### src/rtl/game_timer_fnd_pkg.sv
// Shared types and constants for the BCD game timer: FSM state encoding,
// BCD limits, the blank segment pattern and the seven-segment digit table.
// Segment bit order is {g,f,e,d,c,b,a}, active-high.
package game_timer_fnd_pkg;

  typedef enum logic [1:0] {
    IDLE  = 2'd0,
    RUN   = 2'd1,
    PAUSE = 2'd2,
    DONE  = 2'd3
  } state_e;

  localparam logic [3:0] BCD_MAX   = 4'd9;
  localparam logic [6:0] SEG_BLANK = 7'h00;

  // Seven-segment digit table; non-BCD codes never reach it and show blank.
  function automatic logic [6:0] seg_decode(input logic [3:0] digit);
    case (digit)
      4'd0:    return 7'h3F;
      4'd1:    return 7'h06;
      4'd2:    return 7'h5B;
      4'd3:    return 7'h4F;
      4'd4:    return 7'h66;
      4'd5:    return 7'h6D;
      4'd6:    return 7'h7D;
      4'd7:    return 7'h07;
      4'd8:    return 7'h7F;
      4'd9:    return 7'h6F;
      default: return SEG_BLANK;
    endcase
  endfunction

  // Preload digits above 9 saturate to 9.
  function automatic logic [3:0] bcd_clamp(input logic [3:0] digit);
    return (digit > BCD_MAX) ? BCD_MAX : digit;
  endfunction

endpackage

### src/rtl/game_timer_fnd_bcd_digit_cell.sv
// One BCD digit of the timer: clear, clamped load, and a +1/-1 step with
// carry (9 -> 0) or borrow (0 -> 9) out to the next digit up.
module bcd_digit_cell
  import game_timer_fnd_pkg::*;
(
  input  logic       i_Clk,
  input  logic       i_Rst,
  input  logic       i_Clear,
  input  logic       i_Load,
  input  logic [3:0] i_LoadVal,
  input  logic       i_Step,
  input  logic       i_Down,
  output logic [3:0] o_Digit,
  output logic [3:0] o_DigitNext,
  output logic       o_Carry
);

  logic [3:0] digit_q, digit_d;
  logic       carry;

  // Next digit value and carry/borrow out; clear beats load beats step.
  always_comb begin
    // NOTE: every variable gets a default first so no path leaves it unassigned and infers a latch.
    digit_d = digit_q;
    carry   = 1'b0;
    if (i_Clear) begin
      digit_d = 4'd0;
    end else if (i_Load) begin
      digit_d = bcd_clamp(i_LoadVal);
    end else if (i_Step) begin
      if (i_Down) begin
        if (digit_q == 4'd0) begin
          digit_d = BCD_MAX;
          carry   = 1'b1;
        end else begin
          digit_d = digit_q - 4'd1;
        end
      end else begin
        if (digit_q >= BCD_MAX) begin
          digit_d = 4'd0;
          carry   = 1'b1;
        end else begin
          digit_d = digit_q + 4'd1;
        end
      end
    end
  end

  // Digit register with synchronous reset.
  always_ff @(posedge i_Clk) begin
    // NOTE: state updates use non-blocking assignments so every register samples pre-edge values.
    if (i_Rst) digit_q <= 4'd0;
    else       digit_q <= digit_d;
  end

  assign o_Digit     = digit_q;
  assign o_DigitNext = digit_d;
  assign o_Carry     = carry;

endmodule

### src/rtl/game_timer_fnd.sv
// Parametrised BCD game timer with start/stop/clear/load control, up/down
// counting, terminal-count detection and seven-segment outputs.
// Optional GAME_TIMER_LZB_EN: leading-zero blanking on o_FND (digit 0 always shown).
module game_timer_fnd
  import game_timer_fnd_pkg::*;
#(
  parameter int DIGITS    = 3,
  parameter int TICK_CLKS = 50_000_000
) (
  input  logic                  i_Clk,
  input  logic                  i_Rst,
  input  logic                  i_Start,
  input  logic                  i_Stop,
  input  logic                  i_Clear,
  input  logic                  i_Load,
  input  logic [4*DIGITS-1:0]   i_LoadVal,
  input  logic                  i_Down,
  output logic [4*DIGITS-1:0]   o_Bcd,
  output logic [7*DIGITS-1:0]   o_FND,
  output logic                  o_Run,
  output logic                  o_Done,
  output logic                  o_Tick
);

  localparam int               PRE_W   = $clog2(TICK_CLKS);
  localparam logic [PRE_W-1:0] PRE_MAX = PRE_W'(TICK_CLKS - 1);

  state_e                   state_q, state_d;
  logic [PRE_W-1:0]         presc_q, presc_d;
  logic                     down_q, down_d;

  logic [DIGITS-1:0][3:0]   bcd, bcd_nxt;
  logic [DIGITS:0]          step;
  logic [DIGITS-1:0][6:0]   fnd;
  logic                     tick, cnt_max, nxt_max, cnt_zero, nxt_zero;

  // A step fires at the end of each prescaler period in RUN unless a
  // higher-priority command takes the cycle.
  assign tick    = (state_q == RUN) && (presc_q == PRE_MAX) && !i_Clear && !i_Load && !i_Stop;
  assign step[0] = tick;

  for (genvar k = 0; k < DIGITS; k++) begin : g_digit
    bcd_digit_cell u_cell (
      .i_Clk       (i_Clk),
      .i_Rst       (i_Rst),
      .i_Clear     (i_Clear),
      .i_Load      (i_Load),
      .i_LoadVal   (i_LoadVal[4*k +: 4]),
      .i_Step      (step[k]),
      .i_Down      (down_q),
      .o_Digit     (bcd[k]),
      .o_DigitNext (bcd_nxt[k]),
      .o_Carry     (step[k+1])
    );
  end

  // Terminal-count flags for the current and the next count.
  always_comb begin
    cnt_max = 1'b1;
    nxt_max = 1'b1;
    for (int k = 0; k < DIGITS; k++) begin
      if (bcd[k] != BCD_MAX)     cnt_max = 1'b0;
      if (bcd_nxt[k] != BCD_MAX) nxt_max = 1'b0;
    end
  end
  assign cnt_zero = (bcd == '0);
  assign nxt_zero = (bcd_nxt == '0);

  // Control FSM next state, prescaler and count mode.
  always_comb begin
    state_d = state_q;
    presc_d = presc_q;
    down_d  = down_q;
    if (i_Clear || i_Load) begin
      state_d = IDLE;
      presc_d = '0;
    end else if (i_Stop && state_q == RUN) begin
      state_d = PAUSE;
    end else if (i_Start && (state_q == IDLE || state_q == PAUSE)) begin
      down_d = i_Down;
      if (state_q == IDLE) presc_d = '0;
      // Already at the terminal count for the chosen direction: finish at once.
      state_d = (i_Down ? cnt_zero : cnt_max) ? DONE : RUN;
    end else if (state_q == RUN) begin
      if (tick) begin
        presc_d = '0;
        // A carry out of the top digit cannot occur in normal use; treat it as terminal.
        if ((down_q ? nxt_zero : nxt_max) || step[DIGITS]) state_d = DONE;
      end else begin
        presc_d = presc_q + PRE_W'(1);
      end
    end
  end

  // Control registers with synchronous reset.
  always_ff @(posedge i_Clk) begin
    if (i_Rst) begin
      state_q <= IDLE;
      presc_q <= '0;
      down_q  <= 1'b0;
    end else begin
      state_q <= state_d;
      presc_q <= presc_d;
      down_q  <= down_d;
    end
  end

`ifdef GAME_TIMER_LZB_EN
  logic seen_nz;

  // Blank digits above the most significant non-zero digit; digit 0 always shows.
  always_comb begin
    seen_nz = 1'b0;
    for (int k = DIGITS - 1; k >= 0; k--) begin
      if (bcd[k] != 4'd0 || k == 0) seen_nz = 1'b1;
      fnd[k] = seen_nz ? seg_decode(bcd[k]) : SEG_BLANK;
    end
  end
`else
  for (genvar k = 0; k < DIGITS; k++) begin : g_fnd
    assign fnd[k] = seg_decode(bcd[k]);
  end
`endif

  assign o_Bcd  = bcd;
  assign o_FND  = fnd;
  assign o_Run  = (state_q == RUN);
  assign o_Done = (state_q == DONE);
  assign o_Tick = tick;

endmodule

### config.mk
export PLATFORM = sky130hd
export DESIGN_NAME = game_timer_fnd
export DESIGN_NICKNAME = d
export VERILOG_FILES = /design/src/rtl/game_timer_fnd_pkg.sv /design/src/rtl/game_timer_fnd_bcd_digit_cell.sv /design/src/rtl/game_timer_fnd.sv
export SDC_FILE = /design/constraint.sdc
export NUM_CORES = 1
export LEC_CHECK = 0
export BUFFER_PORTS_ARGS = -buffer_cell sky130_fd_sc_hd__buf_2
export CAP_MARGIN = 5
export CORE_UTILIZATION = 35
export CTS_CLUSTER_SIZE = 25
export DETAILED_ROUTE_END_ITERATION = 8
export PLACE_DENSITY_LB_ADDON = 0.25
export SLEW_MARGIN = 20
export SYNTH_ARGS = -nofsm -noshare
export SYNTH_HDL_FRONTEND = slang
export SYNTH_SLANG_ARGS = --single-unit
### constraint.sdc
create_clock -name i_Clk -period 3.7 [get_ports i_Clk]
set_input_delay 0.555 -clock i_Clk [delete_from_list [all_inputs] [get_ports i_Clk]]
set_output_delay 0.555 -clock i_Clk [all_outputs]
set_load 0.005 [all_outputs]
**After elaboration in Yosys (flattened, before gate mapping)**

Memories as Yosys holds them, arrays and structs flattened. A register that Yosys moved wholly into a read port is not among the register bits.
Index checks and enable logic that the tools add are counted.

- Flip-flop bits (word level): 41
- ROM bits: 336
- Bits of input ports: 19
- Output and inout port bits: 36
- Word-level logic and storage cells: 126
- Memories kept: 3

Memories:

| memory | words | bits a word | rd ports | clocked after memory_dff | write ports | RTL line | text |
|---|---|---|---|---|---|---|---|
| (no name shown) | 16 | 7 | 1 | 1 | 0 | game_timer_fnd_pkg.sv:18 | `case (digit)` |
| (no name shown) | 16 | 7 | 1 | 1 | 0 | game_timer_fnd_pkg.sv:18 |  |
| (no name shown) | 16 | 7 | 1 | 1 | 0 | game_timer_fnd_pkg.sv:18 |  |

- Add/sub/neg operators: 7
- Magnitude comparators: 6
- Eq/ne operators: 11
- Multiplexer cells: 60
- Bitwise operators: 2
- Reductions and logical operators: 30

Operators by type and width:

| cell | count |
|---|---|
| 26-bit two-way mux | 4 |
| 4-bit two-way mux | 24 |
| 26-bit by 1-bit adder with 26-bit output (second input constant) | 1 |
| 26-bit == test (second input constant) | 1 |
| 1-bit two-way mux | 26 |
| 12-bit zero test | 2 |
| 4-bit != test (second input constant) | 6 |
| 4-bit by 1-bit adder with 4-bit output (second input constant) | 3 |
| 4-bit greater-or-equal comparator (second input constant) | 3 |
| 4-bit > comparator (second input constant) | 3 |
| 4-bit zero test | 3 |
| 2-bit two-way mux | 6 |
| 3-bit AND reduction | 4 |
| 4-bit by 1-bit subtractor with 4-bit output (second input constant) | 3 |
| 3-bit nonzero test | 3 |
| 1-bit logical AND | 6 |
| 2-bit nonzero test | 3 |
| 2-bit == test (second input constant) | 2 |
| 1-bit zero test | 3 |
| 1-bit logical OR | 3 |
| 3-bit OR reduction | 1 |
| 2-bit by 1-bit == test with 1-bit output (second input constant) | 1 |
| 2-bit zero test | 1 |
| 2-bit != test (second input constant) | 1 |
| other kinds (2) | 3 |

**Logic depth before layout (Yosys ltp)**

Gate-level depths: netlist (run 1).

- Depth after elaboration: 23
- Depth in mapped cells: 13
- Mapped depth without buffers: 13

**Modules after synthesis**

From an unflattened synthesis (run 1), not the netlist that was laid out.

- Cell total of the unflattened synthesis: 453
- Area, all modules: 3636.0 µm²

By module, submodules not included:

| module | times used | cells each | area an instance (µm²) | sequential area each (µm²) |
|---|---|---|---|---|
| game_timer_fnd | 1 | 270 | 2164.6 | 580.6 |
| bcd_digit_cell | 3 | 61 | 490.5 | 80.1 |

**Least setup slack after synthesis (run 1)**

No wires, ideal clock.

- Path kind: register to register
- Start point: register presc_q[0]
- End point: register, netlist name o_FND[11]
- Library setup time: 120 ps
- Arrival: 3394 ps
- Required time: 3580 ps
- Slack: 186 ps
- Stages on the path, launching flop included: 14
- Buffers on the path: 1
- Clock period less this slack: 3514 ps
- Cells stage by stage: dfxtp_1 -> ha_1 -> or4bb_1 -> or4_1 -> buf_2 -> or3_4 -> a211oi_1 -> o21ai_1 -> nor2_1 -> inv_1 -> ha_1 -> mux2i_1 -> a21oi_1 -> or2_1

- Longest elaborated chain between the ends: 12

RTL lines:

| item | RTL line | text |
|---|---|---|
| from (decl) | game_timer_fnd.sv:29 | `logic [PRE_W-1:0] presc_q, presc_d;` |
| from (signal assigned) | game_timer_fnd.sv:103 | `presc_q <= presc_d;` |
| 26-bit == test | game_timer_fnd.sv:39 | `assign tick = (state_q == RUN) && (presc_q == PRE_MAX) && !i_Clear && !i_Load && !i_Stop;` |
| 1-bit logical AND (4 in series) | game_timer_fnd.sv:39 |  |
| 1-bit two-way mux | game_timer_fnd_bcd_digit_cell.sv:30 | `end else if (i_Step) begin` |
| 1-bit two-way mux | game_timer_fnd_bcd_digit_cell.sv:28 | `end else if (i_Load) begin` |
| 1-bit two-way mux | game_timer_fnd_bcd_digit_cell.sv:26 | `if (i_Clear) begin` |
| 4-bit two-way mux | game_timer_fnd_bcd_digit_cell.sv:30 |  |
| 4-bit two-way mux | game_timer_fnd_bcd_digit_cell.sv:28 |  |
| 4-bit two-way mux | game_timer_fnd_bcd_digit_cell.sv:26 |  |
| 4-bit two-way mux (no source line) | -- |  |

Every way passes these cells.
A chain may end at the register's enable or synchronous reset.

**Worst setup path in the final report (run 1)**

- Start point: register presc_q[1]
- End point: register, netlist name o_FND[11]

- Longest elaborated chain between the ends: 12

RTL lines:

| item | RTL line |
|---|---|
| 26-bit == test | game_timer_fnd.sv:39 |
| 1-bit logical AND (4 in series) | game_timer_fnd.sv:39 |
| 1-bit two-way mux | game_timer_fnd_bcd_digit_cell.sv:30 |
| 1-bit two-way mux | game_timer_fnd_bcd_digit_cell.sv:28 |
| 1-bit two-way mux | game_timer_fnd_bcd_digit_cell.sv:26 |
| 4-bit two-way mux | game_timer_fnd_bcd_digit_cell.sv:30 |
| 4-bit two-way mux | game_timer_fnd_bcd_digit_cell.sv:28 |
| 4-bit two-way mux | game_timer_fnd_bcd_digit_cell.sv:26 |
| 4-bit two-way mux (no source line) | -- |

Every way passes these cells.

==> results by group, run 1 <==
Timing
  – Hold Vio Cnt, Final: 0
  – RSZ-0062 raised after global routing: no
  – Final Critical Period: 3420 ps
  – # setup viols final: 0
  – Max Slew Vio Count: 0
  – Worst Tran Pin Value: roughly 730 ps
  – Post-route setup TNS: 0 ps
  – FMAX: 292 MHz
  – Crit share post-route: approximately 90%
  – Max_slew headroom: 50.9%
  – Clock Skew: 6.66 ps

Job
  – Max-Cap Viols: 0

Yosys
  – Most common flop cell mapped by yosys: dfxtp_1
  – Yosys warns: 0
  – Synth area leaders: dfxtp_1 31%, ha_1 9.1%, nor2_1 5.7%, xor2_1 3.5%, a21oi_1 2.9%
  – Post-synth top cells: 62 x dfxtp_1, 61 x nor2_1, 29 x ha_1, 27 x inv_1, 23 x a21oi_1
  – Most frequent cell after synthesis: dfxtp_1
  – Leading area contributor after synthesis: dfxtp_1
  – Cells after Synth: 473
  – Area of the mapped netlist: 4000 µm²
  – EDFF count, synth: 0
  – Sequential-to-total area share from yosys stat: 31.1%
  – Fraction of registers with async set or reset after synthesis: 0%
  – Yosys cell types: 77
  – Net count after synthesis: 521
  – Avg Inst Size Synth: 8.45 µm²
  – Share of Yosys cell area claimed by the top area cell type: 31.1%
  – Yosys reg bits: 62

Global route
  – Largest net degree at the start of global routing: 38
  – Overflow after GRT: 0
  – Vias in the first global route: 3530
  – Global-route wire length before repair: about 18000 µm
  – GRT Resource Usage Total: 19.2%
  – Initial antenna violation count: 0

Route
  – DRC Markers: 0
  – Detailed Route WL: 10900 µm
  – DR iter-0 viols: 237
  – Via Count: 3733
  – DR WL/cell: roughly 16 µm
  – Post-DR vias/cell: 5.43
  – Post-route antenna net violation count: 0
  – Number of detailed-route iterations in the first pass: 8

Clocking
  – Total CTS buffers: 9
  – Hold_buf cts: 0
  – CTS Buffer Depth: 2
  – Htree depth: 3
  – Worst skew pair latency: 330 ps
  – Postcts setup bufs: 0
  – CTS tree: built
  – CTS clock-pin slew for the worst setup and hold paths: 60 ps
  – Cts repair resizes: 0
  – Clock sinks: 62
  – CTS root buf: clkbuf_16

Pwr
  – VDD IR-drop max: 165 µV
  – Leakage Power: 2.01 nW
  – Pwr Total: 1.91 mW
  – Power Density: 390 nW/µm²

Final layout
  – Area grow syn2layout: 22.8%
  – Cell area after layout: around 4900 µm²
  – Nets@finish: 591
  – Ratio of cells with drive above 1 in the final layout: 21.5%
  – Post-route insts no fill: 688
  – Antenna diodes: 0

Setup path
  – CP Class: reg -> reg
  – Worst setup SP type: flip-flop
  – Reg-to-Reg Start: presc_q[1]$_SDFFE_PP0P_
  – Worst EP arrival: 3640 ps
  – Crit path from: presc_q[1]$_SDFFE_PP0P_
  – WP data required: a little under 4000 ps
  – CP Max Fanout: 7
  – Worst setup EP type: flip-flop

Placed design
  – Final GP Congestion: 0.899
  – HPWL after detailed placement: 8130 µm
  – Placed cells: 672
  – PortBufs: 54
  – Placed instance area: 4550 µm²

Hold path
  – Hold path start: presc_q[19]$_SDFFE_PP0P_
  – Worst Hold Class: reg -> reg

Floorplanning
  – Ports: 55
  – Cell Rows: 38
  – Chip width: 109 µm
  – Die area: around 12000 µm²
  – Initial core utilization: 36.4%
  – CORE AREA: 11000 µm²
  – Height of the die: 109 µm

Run status
  – Status: finished, final reports clean
-- kinds of logic after synthesis --
kind of cell | share of synthesized area (%)
xor+xnor | 5.48
simple gates | 25.4
buf+inv | 4.41
fa+ha+maj | 9.08
flops | 31.1
compound gates | 21.6
mux | 2.94
-- worst paths after layout --
kind                                   end  slack, ps  cells past startpoint
hold reg to reg   presc_q[19]$_SDFFE_PP0P_        500                      2
setup reg to reg         o_FND[11]$_DFF_P_        280                     12
hold / removal    presc_q[19]$_SDFFE_PP0P_        500                      2
setup / recovery         o_FND[11]$_DFF_P_        280                     12
-- routing by layer --
metal / track usage, % / routed length [µm] / share of wire (%)
met1: 26.9 / 5440 / 50
met2: 28.9 / 4810 / 44
met3: 3.11 / 446 / 4.1
met4: 8.11 / 190 / 1.7
met5: 0 / 0 / 0
-- where the power goes --
| group | total (mW) | switching, mW | internal [mW] |
|---|---|---|---|
| Sequential | 0.706 | 0.0159 | 0.690 |
| Combinational | 0.228 | 0.132 | 0.0955 |
| Clock | 0.981 | 0.306 | 0.674 |
| Total | 1.91 | 0.455 | 1.46 |
-- state kept, by name (all words and copies together) (netlist names) --
name,flops
down_q,1
g_digit.u_cell.o_Digit,12
o_FND,21
presc_q,26
state_q,2
-- stage by stage --
stage / hold slack, ps / utilization [%] / setup WS [ps]
floorplan: 462 / - / 186
global placement: 493 / 41.4 / 30.8
detailed placement: 495 / 41.4 / -38.0
CTS: 503 / 44.6 / 33.5
global route: 533 / 44.7 / 59.7
finish: 501 / 44.7 / 280
-- worst max-delay path, stage by stage, from the launching register on --
cell      delay (ps)
dfxtp_1          360
ha_1             210
or4bb_1          530
or4_4            500
or3_4            460
a211oi_2         230
o21ai_1          100
nor2_1           130
inv_1            120
ha_1             240
a21oi_1          130
a21oi_1           50
or2_1            230
-- final cells by class --
class,instances,area [µm²]
well taps,140,175
clock buffers,10,239
multi-input cells,365,2590
inverters,27,101
repair buffers,78,450
flip-flops and latches,62,1240
fillers,1112,6080
clock inverters,6,109
-- cells in the final DEF, fill, tap and decap left out, types with 4 or more instances in the layout --
| cell type | instances |
|---|---|
| a211oi_1 | 6 |
| a21o_1 | 4 |
| a21oi_1 | 23 |
| a31oi_1 | 6 |
| and2_1 | 4 |
| and3_1 | 5 |
| and4b_1 | 4 |
| buf_2 | 54 |
| buf_4 | 24 |
| clkbuf_16 | 9 |
| dfxtp_1 | 62 |
| ha_1 | 29 |
| inv_1 | 27 |
| mux2i_1 | 8 |
| nand2_1 | 18 |
| nand2b_1 | 9 |
| nand3_1 | 15 |
| nand4_1 | 11 |
| nor2_1 | 60 |
| nor2b_1 | 6 |
| nor3_1 | 6 |
| nor3b_1 | 6 |
| nor4_1 | 6 |
| o211ai_1 | 7 |
| o21ai_0 | 22 |
| o21ai_1 | 6 |
| o32a_1 | 4 |
| or3_1 | 4 |
| xnor2_1 | 9 |
| xor2_1 | 16 |
(Power assumes the default switching activity.)
==> run 2: changes to the inputs <==
Settings changed: PLACE_DENSITY from default to 0.51, PLACE_DENSITY_LB_ADDON 0.25 to default.
==> results by group, run 2 (synthesis gave the netlist of run 1 again) <==
Final layout
  – Antenna diodes: 0
  – Max reg flops: 26
  – Largest register by flop count: presc_q
  – Nets@finish: 594
  – Area grow syn2layout: 22.2%
  – Post-route insts no fill: 691
  – Fillers: around 1100
  – Commonest non-fill, non-tap cell in the layout: dfxtp_1
  – Ratio of cells with drive above 1 in the final layout: 22.1%
  – Commonest non-fill, non-tap cells in the layout: 62 x dfxtp_1, 59 x nor2_1, 54 x buf_2

Route
  – Post-DR vias/cell: 5.17
  – Post-route antenna net violation count: 0
  – Number of detailed-route iterations in the first pass: 4
  – DRC Markers: 0
  – DR WL/cell: 15.6 µm
  – Detailed Route WL: 10800 µm
  – Via Count: 3574
  – DR iter-0 viols: 173

Setup path
  – Worst EP arrival: about 3700 ps
  – Worst setup SP type: flip-flop
  – Worst setup EP type: flip-flop
  – WP data required: between 3000 and 4000 ps
  – Worst R2R Path Depth: 12
  – FF-to-FF setup slack: about 200 ps
  – CP Class: reg -> reg
  – CP Max Fanout: 6

Timing
  – Worst Tran Pin Value: 658 ps
  – FMAX: 286 MHz
  – # setup viols final: 0
  – Final Critical Period: 3500 ps
  – Post-route setup TNS: 0 ps
  – Clock Skew: 5.30 ps
  – Hold Vio Cnt, Final: 0
  – Max Slew Vio Count: 0
  – Crit share post-route: between 90% and 100%
  – Max_slew headroom: 56.2%

Clocking
  – CTS root buf: clkbuf_16
  – Hold_buf cts: 0
  – Clock sinks: 62
  – CTS clock-pin slew for the worst setup and hold paths: 50 ps
  – CTS Buffer Depth: 2
  – CTS tree: built
  – Total CTS buffers: 9
  – Worst skew pair latency: 320 ps
  – Htree depth: 3

Pwr
  – VDD IR-drop max: 203 µV
  – Internal: 1.34 mW
  – Clock group share of total power: 47.6%
  – Sw Ratio: between 20% and 30%
  – Power Density: between 300 and 400 nW/µm²
  – Switching power: 0.438 mW
  – Seq pwr share: 39.6%
  – Leakage Power: 2.01 nW
  – Gate power share: ~13%

Placed design
  – Final GP Congestion: 0.839
  – Placed cells: 675
  – PortBufs: 54
  – HPWL after detailed placement: between 8000 and 9000 µm

Floorplanning
  – Chip width: 109 µm
  – Cell Rows: 38
  – Die area: 11800 µm²
  – CORE AREA: ~11000 µm²
  – Height of the die: 109 µm
  – Initial core utilization: 36.4%
  – Ports: 55

Global route
  – Overflow after GRT: 0
  – Initial antenna violation count: 0
  – GRT Resource Usage Total: 19.5%
  – Vias in the first global route: between 3000 and 4000
  – Global-route wire length before repair: 17900 µm
  – Largest net degree at the start of global routing: 38

Hold path
  – Hold depth: 2
  – Worst Hold Class: reg -> reg

Job
  – Max-Cap Viols: 0

Run status
  – Status: finished, final reports clean
[run 2: cell type report]
class                   instances  area, µm²  share of cell area (%)
flip-flops and latches         62       1240                    25.4
multi-input cells             365       2590                    53.1
clock buffers                  12        256                    5.25
repair buffers                 81        473                    9.68
clock inverters                 4       45.0                   0.922
inverters                      27        101                    2.07
well taps                     140        175                    3.59
[run 2: stage by stage]
stage	setup slack, ps	hold WS, ps	util [%]	power (mW)	cell area [µm²]
floorplan	186	462	-	0.857	4000
global placement	40.4	490	41.6	0.946	4570
detailed placement	-18.2	499	41.6	0.945	4570
CTS	16.6	513	44.3	1.80	4870
global route	-35.0	517	44.5	1.86	4880
finish	199	508	44.5	1.78	4880
[run 2: worst max-delay path: stages (launching register included)]
cell,delay [ps]
dfxtp_1,370
ha_1,220
or4bb_1,510
or4_4,590
or3_4,460
a211oi_2,270
o21ai_1,120
nor2_1,130
inv_1,100
ha_1,230
a21oi_1,130
a21oi_1,50
or2_1,210
[run 2: path summary, 6_finish.rpt]
path | startpoint | endpoint
max | presc_q[1]$_SDFFE_PP0P_ | o_FND[11]$_DFF_P_
min | presc_q[5]$_SDFFE_PP0P_ | presc_q[5]$_SDFFE_PP0P_
max reg2reg | presc_q[1]$_SDFFE_PP0P_ | o_FND[11]$_DFF_P_
min reg2reg | presc_q[5]$_SDFFE_PP0P_ | presc_q[5]$_SDFFE_PP0P_
[run 2: timing repair]
item,in CTS,in global routing
endpoints found under the setup margin,0,15
setup buffers,0,0
endpoints found under the hold margin,0,0
gates resized for setup,0,5
[run 2: power groups by stage]
stage          logic, mW  registers [mW]  clock network (mW)
2_1_floorplan      0.140           0.717                   0
3_3_place_gp       0.227           0.719                   0
3_5_place_dp       0.226           0.719                   0
4_1_cts            0.228           0.705               0.865
5_1_grt            0.254           0.707               0.904
6_report           0.228           0.705               0.847
[run 2: layer usage]
layer / track usage [%] / up-vias / routed length [µm]
li1: - / 1855 / -
met1: 28.0 / 1648 / 5430
met2: 29.9 / 64 / 4800
met3: 3.71 / 7 / 426
met4: 4.92 / 0 / 101
met5: 0 / - / 0
